[config.mk]
export PLATFORM = sky130hd
export DESIGN_NAME = inst_fetch_queue
export DESIGN_NICKNAME = d
export VERILOG_FILES = /design/src/rtl/common_def.sv /design/src/rtl/ifq_ptr.sv /design/src/rtl/inst_fetch_queue.sv
export SDC_FILE = /design/constraint.sdc
export NUM_CORES = 1
export LEC_CHECK = 0
export BUFFER_PORTS_ARGS = -buffer_cell sky130_fd_sc_hd__buf_4
export CORE_UTILIZATION = 33
export CTS_CLUSTER_DIAMETER = 100
export DETAILED_ROUTE_END_ITERATION = 8
export GPL_ROUTABILITY_DRIVEN = 0
export HOLD_SLACK_MARGIN = 0.15
export PLACE_DENSITY = 0.53
export REMOVE_ABC_BUFFERS = 1
export SLEW_MARGIN = 10
export SYNTH_ARGS = -nofsm -noshare
export SYNTH_HDL_FRONTEND = slang
export SYNTH_SLANG_ARGS = --single-unit
[constraint.sdc]
create_clock -name clk -period 4.75 [get_ports clk]
set_input_delay 0.475 -clock clk [delete_from_list [all_inputs] [get_ports clk]]
set_output_delay 0.475 -clock clk [all_outputs]
set_load 0.005 [all_outputs]
[src/rtl/common_def.sv]
// ============================================================================
// Package     : common_def
// Description : Shared types and default constants for the instruction fetch
//               queue that sits between the fetch stage and the IF/ID register.
//               - ifq_entry_t       : one buffered {pc, instruction} pair
//               - IFQ_DEPTH_DEFAULT : default number of queue entries
//               - ADDR_WIDTH        : default PC width
//               - INST_WIDTH        : default instruction word width
// Revision    : 1.0 - initial release
// ============================================================================
`default_nettype none

package common_def;

  localparam int IFQ_DEPTH_DEFAULT = 4;
  localparam int ADDR_WIDTH        = 32;
  localparam int INST_WIDTH        = 32;

  typedef struct packed {
    logic [ADDR_WIDTH-1:0] pc;
    logic [INST_WIDTH-1:0] inst;
  } ifq_entry_t;

endpackage : common_def

`default_nettype wire

[src/rtl/ifq_ptr.sv]
// ============================================================================
// Module      : ifq_ptr
// Description : Wrapping pointer register used for the queue head and tail.
//               The pointer is W bits wide and wraps naturally at 2**W.
// Ports       : clk   - clock, rising edge
//               rst   - synchronous active-low reset (pointer -> 0)
//               clr_i - synchronous clear (pointer -> 0), e.g. on redirect
//               inc_i - advance the pointer by one
//               ptr_o - current pointer value
// Revision    : 1.0 - initial release
// ============================================================================
`default_nettype none

module ifq_ptr #(
  parameter int W = 2
) (
  input  logic         clk,
  input  logic         rst,
  input  logic         clr_i,
  input  logic         inc_i,
  output logic [W-1:0] ptr_o
);

  logic [W-1:0] ptr_q;
  logic [W-1:0] ptr_d;

  always_comb begin
    ptr_d = ptr_q;
    if (clr_i) begin
      ptr_d = '0;
    end else if (inc_i) begin
      ptr_d = ptr_q + W'(1);
    end
  end

  always_ff @(posedge clk) begin
    if (!rst) begin
      ptr_q <= '0;
    end else begin
      ptr_q <= ptr_d;
    end
  end

  assign ptr_o = ptr_q;

endmodule : ifq_ptr

`default_nettype wire

[src/rtl/inst_fetch_queue.sv]
// ============================================================================
// Module      : inst_fetch_queue
// Description : Decoupling FIFO between the fetch stage and the IF/ID register.
//               Buffers {pc, instruction} pairs, drops everything on a flush
//               (control-flow redirect) and presents the oldest entry with a
//               valid/ready handshake. Occupancy is kept in a separate counter
//               so full and empty are never ambiguous.
// Macro       : IFQ_BYPASS_EN - when defined, an empty queue forwards the
//               offered entry straight to the pop side in the same cycle.
// Ports       : clk          - clock, rising edge
//               rst          - synchronous active-low reset
//               flush_i      - redirect; empties the queue
//               push_valid_i - fetch offers an entry
//               push_ready_o - queue can accept an entry (not full)
//               push_pc_i    - PC of the offered instruction
//               push_inst_i  - offered instruction word
//               pop_valid_o  - head entry available
//               pop_ready_i  - consumer takes the head entry
//               pop_pc_o     - head PC (0 when pop_valid_o=0)
//               pop_inst_o   - head instruction (0 when pop_valid_o=0)
//               count_o      - number of occupied entries
// Revision    : 1.0 - initial release
// ============================================================================
`default_nettype none

module inst_fetch_queue #(
  parameter int DEPTH      = common_def::IFQ_DEPTH_DEFAULT,
  parameter int ADDR_WIDTH = common_def::ADDR_WIDTH,
  parameter int INST_WIDTH = common_def::INST_WIDTH
) (
  input  logic                         clk,
  input  logic                         rst,
  input  logic                         flush_i,
  input  logic                         push_valid_i,
  output logic                         push_ready_o,
  input  logic [ADDR_WIDTH-1:0]        push_pc_i,
  input  logic [INST_WIDTH-1:0]        push_inst_i,
  output logic                         pop_valid_o,
  input  logic                         pop_ready_i,
  output logic [ADDR_WIDTH-1:0]        pop_pc_o,
  output logic [INST_WIDTH-1:0]        pop_inst_o,
  output logic [$clog2(DEPTH+1)-1:0]   count_o
);

  import common_def::*;

  localparam int PW = $clog2(DEPTH);
  localparam int CW = $clog2(DEPTH + 1);

  typedef struct packed {
    logic [ADDR_WIDTH-1:0] pc;
    logic [INST_WIDTH-1:0] inst;
  } entry_t;

  entry_t          mem_q [DEPTH];
  logic [CW-1:0]   count_q;
  logic [CW-1:0]   count_d;
  logic [PW-1:0]   head;
  logic [PW-1:0]   tail;

  logic            empty;
  logic            bypass;
  logic            push_fire;
  logic            pop_fire;
  logic            mem_write;
  logic            mem_pop;

  assign empty = (count_q == '0);

`ifdef IFQ_BYPASS_EN
  assign bypass = empty & push_valid_i & ~flush_i;
`else
  assign bypass = 1'b0;
`endif

  // Full is judged on the current count only; a same-cycle pop does not
  // make room for a push.
  assign push_ready_o = (count_q != CW'(DEPTH));
  assign pop_valid_o  = ~empty | bypass;

  assign push_fire = push_valid_i & push_ready_o;
  assign pop_fire  = pop_valid_o & pop_ready_i;

  // A bypassed entry that is consumed immediately never touches storage.
  assign mem_write = push_fire & ~(bypass & pop_ready_i);
  assign mem_pop   = pop_fire & ~bypass;

  always_comb begin
    pop_pc_o   = '0;
    pop_inst_o = '0;
    if (bypass) begin
      pop_pc_o   = push_pc_i;
      pop_inst_o = push_inst_i;
    end else if (!empty) begin
      pop_pc_o   = mem_q[head].pc;
      pop_inst_o = mem_q[head].inst;
    end
  end

  always_comb begin
    count_d = count_q;
    if (flush_i) begin
      count_d = '0;
    end else begin
      count_d = count_q + CW'(mem_write) - CW'(mem_pop);
    end
  end

  always_ff @(posedge clk) begin
    if (!rst) begin
      count_q <= '0;
    end else begin
      count_q <= count_d;
    end
  end

  // Storage is deliberately not reset; outputs are gated by occupancy.
  always_ff @(posedge clk) begin
    if (rst && !flush_i && mem_write) begin
      mem_q[tail] <= '{pc: push_pc_i, inst: push_inst_i};
    end
  end

  ifq_ptr #(.W(PW)) u_head_ptr (
    .clk   (clk),
    .rst   (rst),
    .clr_i (flush_i),
    .inc_i (mem_pop),
    .ptr_o (head)
  );

  ifq_ptr #(.W(PW)) u_tail_ptr (
    .clk   (clk),
    .rst   (rst),
    .clr_i (flush_i),
    .inc_i (mem_write),
    .ptr_o (tail)
  );

  assign count_o = count_q;

endmodule : inst_fetch_queue

`default_nettype wire

* Yosys cells after proc, flatten, opt, wreduce, memory -nomap -nowiden
Memories as Yosys holds them, arrays and structs flattened. A register that Yosys moved wholly into a read port is not among the register bits.
Cells that the tools add are included.
** Cells by class
- Reductions and logical operators :: 5
- Bitwise logic cells :: 4
- Equality and inequality tests :: 1
- Add/subtract/negate cells :: 4
- Mux-type cells :: 6
** Operators by type and width (number)
- two-way mux 32 bit :: 2
- adder 2 x 1 -> 2 bit, second input constant :: 2
- two-way mux 2 bit :: 2
- adder 3 x 1 -> 3 bit :: 1
- zero test 3 bit :: 1
- != test 3 bit, second input constant :: 1
- subtractor 3 x 1 -> 3 bit :: 1
- AND 1 bit :: 2
- logical AND 1 bit :: 2
- two-way mux 1 bit :: 2
- inverter 1 bit :: 2
- OR reduction 2 bit :: 1
- zero test 1 bit :: 1
** Word-level totals
- Word-level logic and storage cells :: 24
- Bits of input ports :: 69
- Register bits :: 7
- Memories kept :: 1
- Bits in writable memories :: 256
- Output and inout port bits :: 69
** Memory list
- mem_q :: depth 4, width 64, read ports 1, clocked after Yosys merged registers in 1, write ports 1, RTL line inst_fetch_queue.sv:55 : entry_t mem_q [DEPTH];

* Logic depth before layout (Yosys ltp)
Gate-level depths: netlist of the first run.
- Word-level depth :: 5
- Depth in mapped cells :: 11
- Depth with buffers taken out :: 11

* Hierarchy
A second synthesis of the first run with hierarchy kept.
** Unflattened totals
- Cells, all modules :: 447
- Area, all modules :: 10139.7 µm²
** Modules (own cells, without submodules)
- inst_fetch_queue :: area an instance 9969.6 µm², times used 1, cells each 431, seq. area each 7747.4 µm²
- ifq_ptr :: area an instance 85.1 µm², times used 2, cells each 8, seq. area each 40.0 µm²

* Worst setup path before layout of the first run
OpenSTA, ideal clock, no wires.
- Path type :: input port to flip-flop
- Start :: in rst
- End :: mem mem_q[0][0] (netlist bit), enable pin
- Stages on the path :: 2
- Arrival time :: 2.371 ns
- Buffers on the path :: 0
- Required time :: 4.321 ns
- Setup slack :: 1.950 ns
- Setup time :: 0.429 ns
- Path through :: nor2b_1 -> and3_1
** Between the ends
- Cells in the longest elaborated chain, start to end :: 4
** Ends and longest elaborated chain
- start, declared :: RTL line inst_fetch_queue.sv:32 : input logic rst,
- logical AND 1 bit (2 in a row) :: RTL line inst_fetch_queue.sv:119 : if (rst && !flush_i && mem_write) begin
- two-way mux 1 bit :: RTL line inst_fetch_queue.sv:119
- two-way mux 1 bit (implied by the code) :: RTL line inst_fetch_queue.sv:120 : mem_q[tail] <= '{pc: push_pc_i, inst: push_inst_i};
- end, declared :: RTL line inst_fetch_queue.sv:55
No other way between the ends.

==> impl_metrics.csv, run 1 <==
group,metric,value,unit
run_status,outcome,"completed",
clocking,clock-sinks,265,
power_and_ir_drop,p_sw_share,19.8,%
yosys,synth-edff-count,256,
sta,finClkSkew,0.00971,ns
sta,slew_viol_final,0,
drt,num_vias,5033,
drt,remaining_drc_errors,0,
power_and_ir_drop,p_comb_share,6.8,%
layout,fin_util,43.3,%
die,die-area,31600,µm²
sta,fin_crit_sh,67.9,%
power_and_ir_drop,seq_power_share,50.4,%
hold_path,hold_path_depth,3,
power_and_ir_drop,p_sw,0.00103,W
global_routing,grt_max_degree,66,
yosys,synth_cell_type_count,27,
clocking,cts.repair.resized,0,
sta,slew_headroom,27.7,%
yosys,async_flop_share,0,%
clocking,clk_latency,0.53,ns
drt,wirelength,19.7,mm
layout,n_antenna_cell,0,
drt,antenna_left,0,
critical_path,criticalPathCategory,"reg -> out",
critical_path,crit_chain,"buf_4 -> mux4_2 -> and2_1 -> buf_4",
sta,setup-tns-final,0,ns
layout,nFillCells,2675,
die,ios,138,
critical_path,critPathCaptureType,"output pin",
sta,tightest_slew,1.08,ns
placed_design,post_dp_cell_area,11600,µm²
power_and_ir_drop,p_leak,4.51,nW
critical_path,crit_slowest_cell,"dfxtp_4",
layout,seqCellArea,7880,µm²
hold_path,hold_path.startpoint,"push_valid_i",
clocking,path_clk_slew,0.06,ns
yosys,synth_seq_cells,265,
critical_path,crit_buf_inv,2,
drt,drt-vias-per-instance,4.64,
yosys,avgSynthCellArea,22.5,µm²
die,placeableCoreArea,30500,µm²
critical_path,startpoint_type,"flop",
clocking,cts_max_path_buffers,3,
sta,finalSetupViolCount,0,
critical_path,worstPathArrival,2.75,ns
power_and_ir_drop,pwr-share-clk,42.8,%
clocking,cts_made_buffers,28,
layout,multi_input_area,2140,µm²
clocking,ctsHtreeMaxLevel,1,
sta,hold_slack,0.198,ns
global_routing,grt_usage,12.5,%
drt,post_drt_wl_per_cell,18.1,µm
sta,rsz0062_at_grt,"no",
clocking,cts_hold_buffers,64,
power_and_ir_drop,p_per_area,392,nW/µm²
layout,drive_gt1_share,37.4,%
hold_path,hold_path.class,"in -> reg",
yosys,synth_warnings,0,
global_routing,grt_pass1_wl,29.9,mm
yosys,synthFlopType,"edfxtp_1",
critical_path,r2r-end,"count_o[2]",
yosys,seq_area_frac_synth,77.1,%
placed_design,hpwl,10.6,mm
sta,clock.fmax,0.310,GHz
die,start_util,33.5,%
global_routing,antenna_found_initial,0,
die,fp.dieH,178,µm
critical_path,cp_common_cell,"buf_4",
drt,drt-pass1-iter-count,4,
layout,final_cell_area,13200,µm²
clocking,cts_root_buffer,"clkbuf_16",
die,rows,64,
yosys,syn_area,10200,µm²
sta,fin_crit,3.23,ns
global_routing,gr-total-overflow,0,
power_and_ir_drop,peakVddDrop,0.000210,V
critical_path,crit_family,"flip-flops",
clocking,post-cts-setup-buffers,0,
power_and_ir_drop,internal_power,0.00415,W
hold_path,holdPathEnd,"u_tail_ptr.ptr_o[1]",
critical_path,crit_path_max_incr_delay,0.94,ns
yosys,synthCells,454,
layout,area_growth,29.3,%
power_and_ir_drop,power.total,0.00518,W
critical_path,r2r_start,"count_o[2]",
placed_design,port-buffer-count,137,
layout,final_nets,743,
clocking,cts_tree,"done",
critical_path,r2r_setup_slack,2.26,ns
global_routing,grt_pass1_vias,5366,
drt,first_iter_violations,383,
job,drv_cap,0,
critical_path,critical_path_required,4.28,ns
die,die_w,178,µm
critical_path,cp_max_fo,43,
sta,timing_hold_violations_final,0,
critical_path,reg2regPathDepth,11,
==> worst min-delay path, stage by stage <==
cell     delay, ns
buf_4         0.09
nand4_1       0.07
o31ai_1       0.06
==> routing by layer <==
metal  track usage [%]  share of wire [%]  vias to the layer above
li1                  -                  -                     2268
met3              3.19                6.4                       28
met1              16.2                 43                     2611
met2              21.0                 48                      126
met4              3.10                1.7                        0
met5                 0                  0                        -
==> synth_stat cells, types with 2 or more instances <==
library cell	instances	area [µm²]
nor2_1	5	18.8
buf_2	6	30.0
dfxtp_1	9	180
ha_1	6	75.1
mux4_1	4	105
edfxtp_1	256	7690
inv_1	6	22.5
and3_1	4	25.0
xor2_1	3	26.3
o31ai_1	2	15.0
mux4_2	60	1350
buf_12	6	120
and2_1	66	413
clkbuf_1	7	26.3
nand4_1	2	12.5
==> sequential cells by signal, summed over array words and instances, names as in the netlist, named ones only <==
| name | cells |
|---|---|
| mem_q | 256 |
| u_head_ptr.ptr_o | 2 |
| count_o | 3 |
| u_tail_ptr.ptr_o | 2 |
==> kinds of logic after synthesis <==
family,Yosys count,share of synthesized area (%)
DFF,265,77.1
and+or+nand+nor,84,5.06
muxes,64,14.3
buffers and inverters,27,2.11
adders and majority gates,7,0.932
AOI/OAI and AO/OA,4,0.282
xor gates and xnor gates,3,0.257
==> worst max path at each step <==
stage          startpoint             end  cells after the start
4_1_cts              flop  pop_inst_o[17]                      4
2_1_floorplan        flop  pop_inst_o[31]                      2
3_3_place_gp         flop  pop_inst_o[14]                      4
3_5_place_dp         flop  pop_inst_o[17]                      4
6_report             flop  pop_inst_o[17]                      4
5_1_grt              flop  pop_inst_o[17]                      4
==> through the flow <==
step                      std cells  worst slack (ns)
after CTS                      1085              1.38
after detailed placement        969              1.96
after global routing           1085              1.28
after global placement          969              1.96
final                          1085              1.52
after floorplan                 433             0.742
==> layout make-up <==
class / count / area share [%]
clock buffer: 37 / 6.10
clock inverter: 15 / 1.25
inverter: 6 / 0.171
multi-input combinational: 162 / 16.2
sequential: 265 / 59.7
tap: 396 / 3.75
timing repair buffer: 204 / 12.8
==> layout by cell type (no fill, tap or decap), drive strengths merged, types with 4 or more instances in the layout <==
cell type | Yosys | routed
mux4 | 64 | 64
clkinv | 0 | 9
nor2 | 5 | 5
and3 | 4 | 4
dlygate4sd3 | 0 | 64
ha | 6 | 6
buf | 13 | 140
inv | 6 | 6
dfxtp | 9 | 9
edfxtp | 256 | 256
clkbuf | 8 | 37
and2 | 67 | 67
==> power by group through the flow <==
stage | logic, W | registers (W) | clock network (W)
after global placement | 0.000314 | 0.00266 | 0
final | 0.000354 | 0.00261 | 0.00222
after detailed placement | 0.000319 | 0.00266 | 0
after CTS | 0.000365 | 0.00261 | 0.00228
after global routing | 0.000389 | 0.00261 | 0.00237
after floorplan | 0.000121 | 0.00266 | 0
Note: power is estimated with default switching activity, not from simulation.
==> inputs of run 2 (changes only) <==
clock period = 3.3 ns   (was 4.75 ns; I/O delays follow)
==> run 2 against run 1 <==
Global-route usage grew 0.74 points. Routed wire length grew 4.7%. Sequential power grew 43%. Die area is the same. Register-to-register slack lost 1.5 ns. Setup slack lost 1.1 ns. Critical path depth is the same. Utilization grew 0.26 points. Via count grew 0.22%. Clock skew grew 0.0023 ns. Critical path type unchanged.
==> impl_metrics.csv, run 2 (synthesis gave the netlist of run 1 again) <==
group,metric,value,unit
run_status,outcome,"completed",
power_and_ir_drop,pwr-share-clk,42.6,%
job,drv_cap,0,
layout,area_growth,30.1,%
critical_path,cp_num_cells,4,
drt,wirelength,20.6,mm
critical_path,cp_max_fo,48,
critical_path,critical_path_required,2.97,ns
die,die-area,31600,µm²
hold_path,hold_path.startpoint,"flush_i",
critical_path,r2r-end,"count_o[2]",
sta,fin_crit,2.85,ns
sta,hold_slack,0.195,ns
clocking,clk_latency,0.53,ns
clocking,cts_made_buffers,28,
layout,final_common_cell,"edfxtp_1",
layout,layout_common_cells,"edfxtp_1 (256), buf_4 (141), and2_1 (66)",
global_routing,antenna_found_initial,0,
die,fp.dieH,178,µm
sta,finalWorstSetupSlack,0.451,ns
clocking,path_clk_slew,0.06,ns
clocking,cts_max_path_buffers,3,
critical_path,crit_family,"simple AND/OR/NAND/NOR gates",
die,start_util,33.5,%
power_and_ir_drop,p_per_area,561,nW/µm²
clocking,ctsHtreeMaxLevel,1,
drt,drt-vias-per-instance,4.64,
power_and_ir_drop,p_sw,0.00144,W
global_routing,grt_pass1_wl,31.5,mm
critical_path,criticalPathCategory,"reg -> out",
global_routing,grt_pass1_vias,5512,
critical_path,r2r_setup_slack,0.77,ns
critical_path,crit_buf_inv,2,
layout,largest_reg_flops,256,
drt,post_drt_wl_per_cell,18.9,µm
critical_path,crit_slowest_cell,"or3_2",
hold_path,holdPathEnd,"u_tail_ptr.ptr_o[0]",
drt,antenna_left,0,
clocking,clock-sinks,265,
placed_design,port-buffer-count,137,
power_and_ir_drop,p_sw_share,19.4,%
sta,fin_crit_sh,86.3,%
critical_path,reg2regPathDepth,11,
power_and_ir_drop,p_leak,4.54,nW
drt,remaining_drc_errors,0,
critical_path,r2r_start,"count_o[2]",
critical_path,critPathCaptureType,"output pin",
critical_path,startpoint_type,"flop",
sta,rsz0062_at_grt,"no",
sta,slew_viol_final,0,
die,die_w,178,µm
clocking,cts_tree,"done",
hold_path,hold_path.class,"in -> reg",
power_and_ir_drop,p_comb_share,7.1,%
power_and_ir_drop,seq_power_share,50.3,%
die,rows,64,
sta,tightest_slew,0.940,ns
layout,largest-register,"mem_q",
sta,finalSetupViolCount,0,
drt,num_vias,5044,
critical_path,crit_path_max_incr_delay,0.93,ns
global_routing,gr-total-overflow,0,
sta,clock.fmax,0.351,GHz
critical_path,worstPathArrival,2.52,ns
clocking,post-cts-setup-buffers,0,
layout,final_nets,750,
die,placeableCoreArea,30500,µm²
sta,slew_headroom,37.3,%
power_and_ir_drop,peakVddDrop,0.000382,V
critical_path,crit_chain,"or3_2 -> buf_4 -> and2_1 -> buf_4",
layout,drive_gt1_share,36.9,%
global_routing,grt_max_degree,49,
critical_path,cp_common_cell,"buf_4",
sta,timing_hold_violations_final,0,
power_and_ir_drop,internal_power,0.00600,W
placed_design,dpl_worst_slack,0.804,ns
layout,n_antenna_cell,0,
hold_path,hold_path_depth,4,
drt,first_iter_violations,214,
placed_design,hpwl,11.9,mm
die,ios,138,
drt,drt-pass1-iter-count,4,
sta,setup-tns-final,0,ns
global_routing,grt_usage,13.3,%
sta,finClkSkew,0.0121,ns
clocking,cts_root_buffer,"clkbuf_16",
-- run 2: power groups by stage --
stage	Clock, W	Combinational (W)	Sequential (W)
finish	0.00317	0.000527	0.00374
CTS	0.00327	0.000544	0.00374
global route	0.00337	0.000585	0.00374
global placement	0	0.000466	0.00381
floorplan	0	0.000175	0.00383
detailed placement	0	0.000478	0.00381
-- run 2: cell type report --
class	count	area [µm²]
clock buffers	33	741
clock inverters	14	191
fillers	2642	17200
inverters	6	22.5
multi-input cells	162	2140
flip-flops and latches	265	7880
well taps	396	495
repair buffers	211	1810
-- run 2: per-layer routing --
metal | vias to the layer above | wire length (µm) | GRT usage, % | part of all wire [%]
li1 | 2274 | - | - | -
met1 | 2620 | 9180 | 17.3 | 45
met2 | 115 | 10100 | 22.5 | 49
met3 | 35 | 917 | 2.76 | 4.5
met4 | 0 | 405 | 3.28 | 2.0
met5 | - | 0 | 0 | 0
-- run 2: metrics by stage --
step / cell area (µm²) / utilization (%) / cells / power, W
2_1_floorplan: 10000 / - / 433 / 0.00400
3_3_place_gp: 11700 / 38.3 / 975 / 0.00428
3_5_place_dp: 11700 / 38.3 / 975 / 0.00429
4_1_cts: 13300 / 43.5 / 1087 / 0.00756
5_1_grt: 13300 / 43.5 / 1087 / 0.00770
6_report: 13300 / 43.5 / 1087 / 0.00744
-- run 2: worst min-delay path, stage by stage --
cell     delay (ns)
buf_4          0.08
nor2b_1        0.10
nand2_1        0.09
o21ai_0        0.07
-- run 2: worst max-delay path by stage --
stage	from	end	slack [ns]
floorplan	flop	pop_inst_o[31]	-0.56
global placement	count_o[2]	count_o[2]	0.90
detailed placement	count_o[2]	count_o[2]	0.80
CTS	count_o[1]	pop_pc_o[19]	0.35
global route	count_o[1]	pop_pc_o[19]	0.25
finish	count_o[2]	pop_pc_o[19]	0.45
-- run 2: what timing repair did --
| item | in CTS | in global routing |
|---|---|---|
| hold buffers | 65 | 0 |
| gates resized for setup | 0 | 0 |
| endpoints found under the hold margin | 258 | 0 |
==> inputs of run 3 (changes only) <==
==> constraint.sdc (replaced) <==
create_clock -name clk -period 3.3 [get_ports clk]
set_input_delay 0 -clock clk [delete_from_list [all_inputs] [get_ports clk]]
set_output_delay 0 -clock clk [all_outputs]
set_load 0.005 [all_outputs]
==> run 3 against run 2 <==
Combinational power about the same. Sequential share of layout area barely moved. Utilization about the same. Sequential power about the same. Flip-flop and latch count unchanged.
==> impl_metrics.csv, run 3 (synthesis gave the netlist of run 1 again) <==
group,metric,value,unit
run_status,outcome,"completed",
sta,setup-tns-final,0,ns
placed_design,port-buffer-count,137,
global_routing,grt_usage,13.3,%
die,ios,138,
clocking,clk_latency,0.52,ns
critical_path,criticalPathCategory,"reg -> reg",
critical_path,cp_max_fo,7,
global_routing,antenna_found_initial,0,
power_and_ir_drop,peakVddDrop,0.000296,V
critical_path,startpoint_type,"flop",
critical_path,crit_slowest_cell,"dfxtp_1",
sta,rsz0062_at_grt,"no",
layout,fin_util,43.5,%
global_routing,grt_pass1_vias,5587,
drt,post_drt_wl_per_cell,18.8,µm
sta,fin_crit,2.52,ns
sta,slew_headroom,30.6,%
sta,hold_slack,0.215,ns
layout,largest_reg_flops,256,
clocking,cts_max_path_buffers,3,
layout,final_nets,756,
die,die_w,178,µm
drt,drt-vias-per-instance,4.68,
die,rows,64,
drt,dr_wl_met2,10.3,mm
clocking,cts_root_buffer,"clkbuf_16",
drt,antenna_left,0,
layout,final_common_cell,"edfxtp_1",
die,placeableCoreArea,30500,µm²
placed_design,dp.cells,975,
die,start_util,33.5,%
sta,slew_viol_final,0,
global_routing,gr-total-overflow,0,
clocking,clock-sinks,265,
power_and_ir_drop,p_leak,4.53,nW
critical_path,crit_path_max_incr_delay,0.44,ns
critical_path,crit_chain,"or3b_4 -> and2_4 -> inv_1 -> ha_1 -> inv_1 -> ha_1 -> inv_1 -> fa_1 -> xor2_1 -> and2_1 -> nor3_1",
layout,layout_common_cells,"edfxtp_1 (256), buf_4 (142), dlygate4sd3_1 (72)",
layout,nFillCells,2684,
clocking,cts_made_buffers,27,
layout,area_growth,30.1,%
die,die-area,31600,µm²
sta,timing_hold_violations_final,0,
drt,drt-met1-wl,8.86,mm
drt,remaining_drc_errors,0,
die,fp.dieH,178,µm
clocking,path_clk_slew,0.06,ns
placed_design,hpwl,11.8,mm
clocking,ctsHtreeMaxLevel,1,
sta,finalSetupViolCount,0,
job,drv_cap,0,
drt,wirelength,20.7,mm
drt,maxUsedRoutingLayer,"met4",
sta,fin_crit_sh,76.4,%
critical_path,crit_family,"simple AND/OR/NAND/NOR gates",
layout,largest-register,"mem_q",
hold_path,hold_path.class,"in -> reg",
power_and_ir_drop,p_per_area,546,nW/µm²
critical_path,cp_common_cell,"inv_1",
drt,first_iter_violations,255,
global_routing,grt_pass1_wl,31.7,mm
critical_path,critPathCaptureType,"flop",
clocking,cts_tree,"done",
clocking,post-cts-setup-buffers,0,
sta,tightest_slew,1.04,ns
sta,clock.fmax,0.397,GHz
layout,drive_gt1_share,36.0,%
sta,finClkSkew,0.0106,ns
critical_path,worstPathArrival,2.96,ns
critical_path,critical_path_required,3.74,ns
drt,drt-pass1-iter-count,6,
drt,wl_met3,1.10,mm
layout,layout.cells.non_filler,1097,
critical_path,crit_buf_inv,3,
global_routing,grt_max_degree,66,
drt,num_vias,5131,
run 3: metal layers:
metal	up-vias	global-route usage (%)
li1	2302	-
met1	2679	16.8
met2	119	22.9
met3	31	3.11
met4	0	3.60
met5	-	0
run 3: power by group:
group / leakage [nW] / internal (W) / switching (W) / total [W]
clock network: 0.411 / 0.00177 / 0.00120 / 0.00297
logic: 1.73 / 0.000304 / 0.000224 / 0.000528
registers: 2.39 / 0.00373 / 0.0000200 / 0.00375
total: 4.53 / 0.00580 / 0.00145 / 0.00725
run 3: path summary, 6_finish.rpt:
kind,depth (start not counted),end,slack (ns),from
worst max-delay path,11,count_o[2],0.78,count_o[2]
worst min-delay path,2,mem_q[2][43],0.22,push_pc_i[11]
worst max register to register,11,count_o[2],0.78,count_o[2]
worst min register to register,2,u_tail_ptr.ptr_o[0],0.53,u_tail_ptr.ptr_o[0]
run 3: worst reg2reg max path: cells and delay by family (launching register included):
family,cells,cell delay (ns)
simple gates,4,0.94
fa+ha+maj,3,0.75
flops,1,0.44
xor+xnor,1,0.17
buf+inv,3,0.16
run 3: timing repair:
item | CTS | global route
gates resized for setup | 0 | 0
hold buffers | 72 | 0
hold endpoints to repair | 265 | 0
run 3: cell type report:
type | count | area (µm²) | share of cell area, %
Timing Repair Buffer | 218 | 1870 | 14.1
Sequential cell | 265 | 7880 | 59.3
Clock inverter | 12 | 146 | 1.10
Antenna cell | 1 | 2.50 | 0.0188
Multi-Input combinational cell | 162 | 2140 | 16.2
Clock buffer | 37 | 723 | 5.45
Tap cell | 396 | 495 | 3.73
Inverter | 6 | 22.5 | 0.170
run 3: through the flow:
| stage | instance area [µm²] | setup slack, ns | power [W] |
|---|---|---|---|
| finish | 13300 | 0.780 | 0.00725 |
| CTS | 13300 | 0.705 | 0.00737 |
| global route | 13300 | 0.628 | 0.00753 |
| global placement | 11700 | 0.896 | 0.00428 |
| floorplan | 10000 | -0.233 | 0.00400 |
| detailed placement | 11700 | 0.796 | 0.00430 |
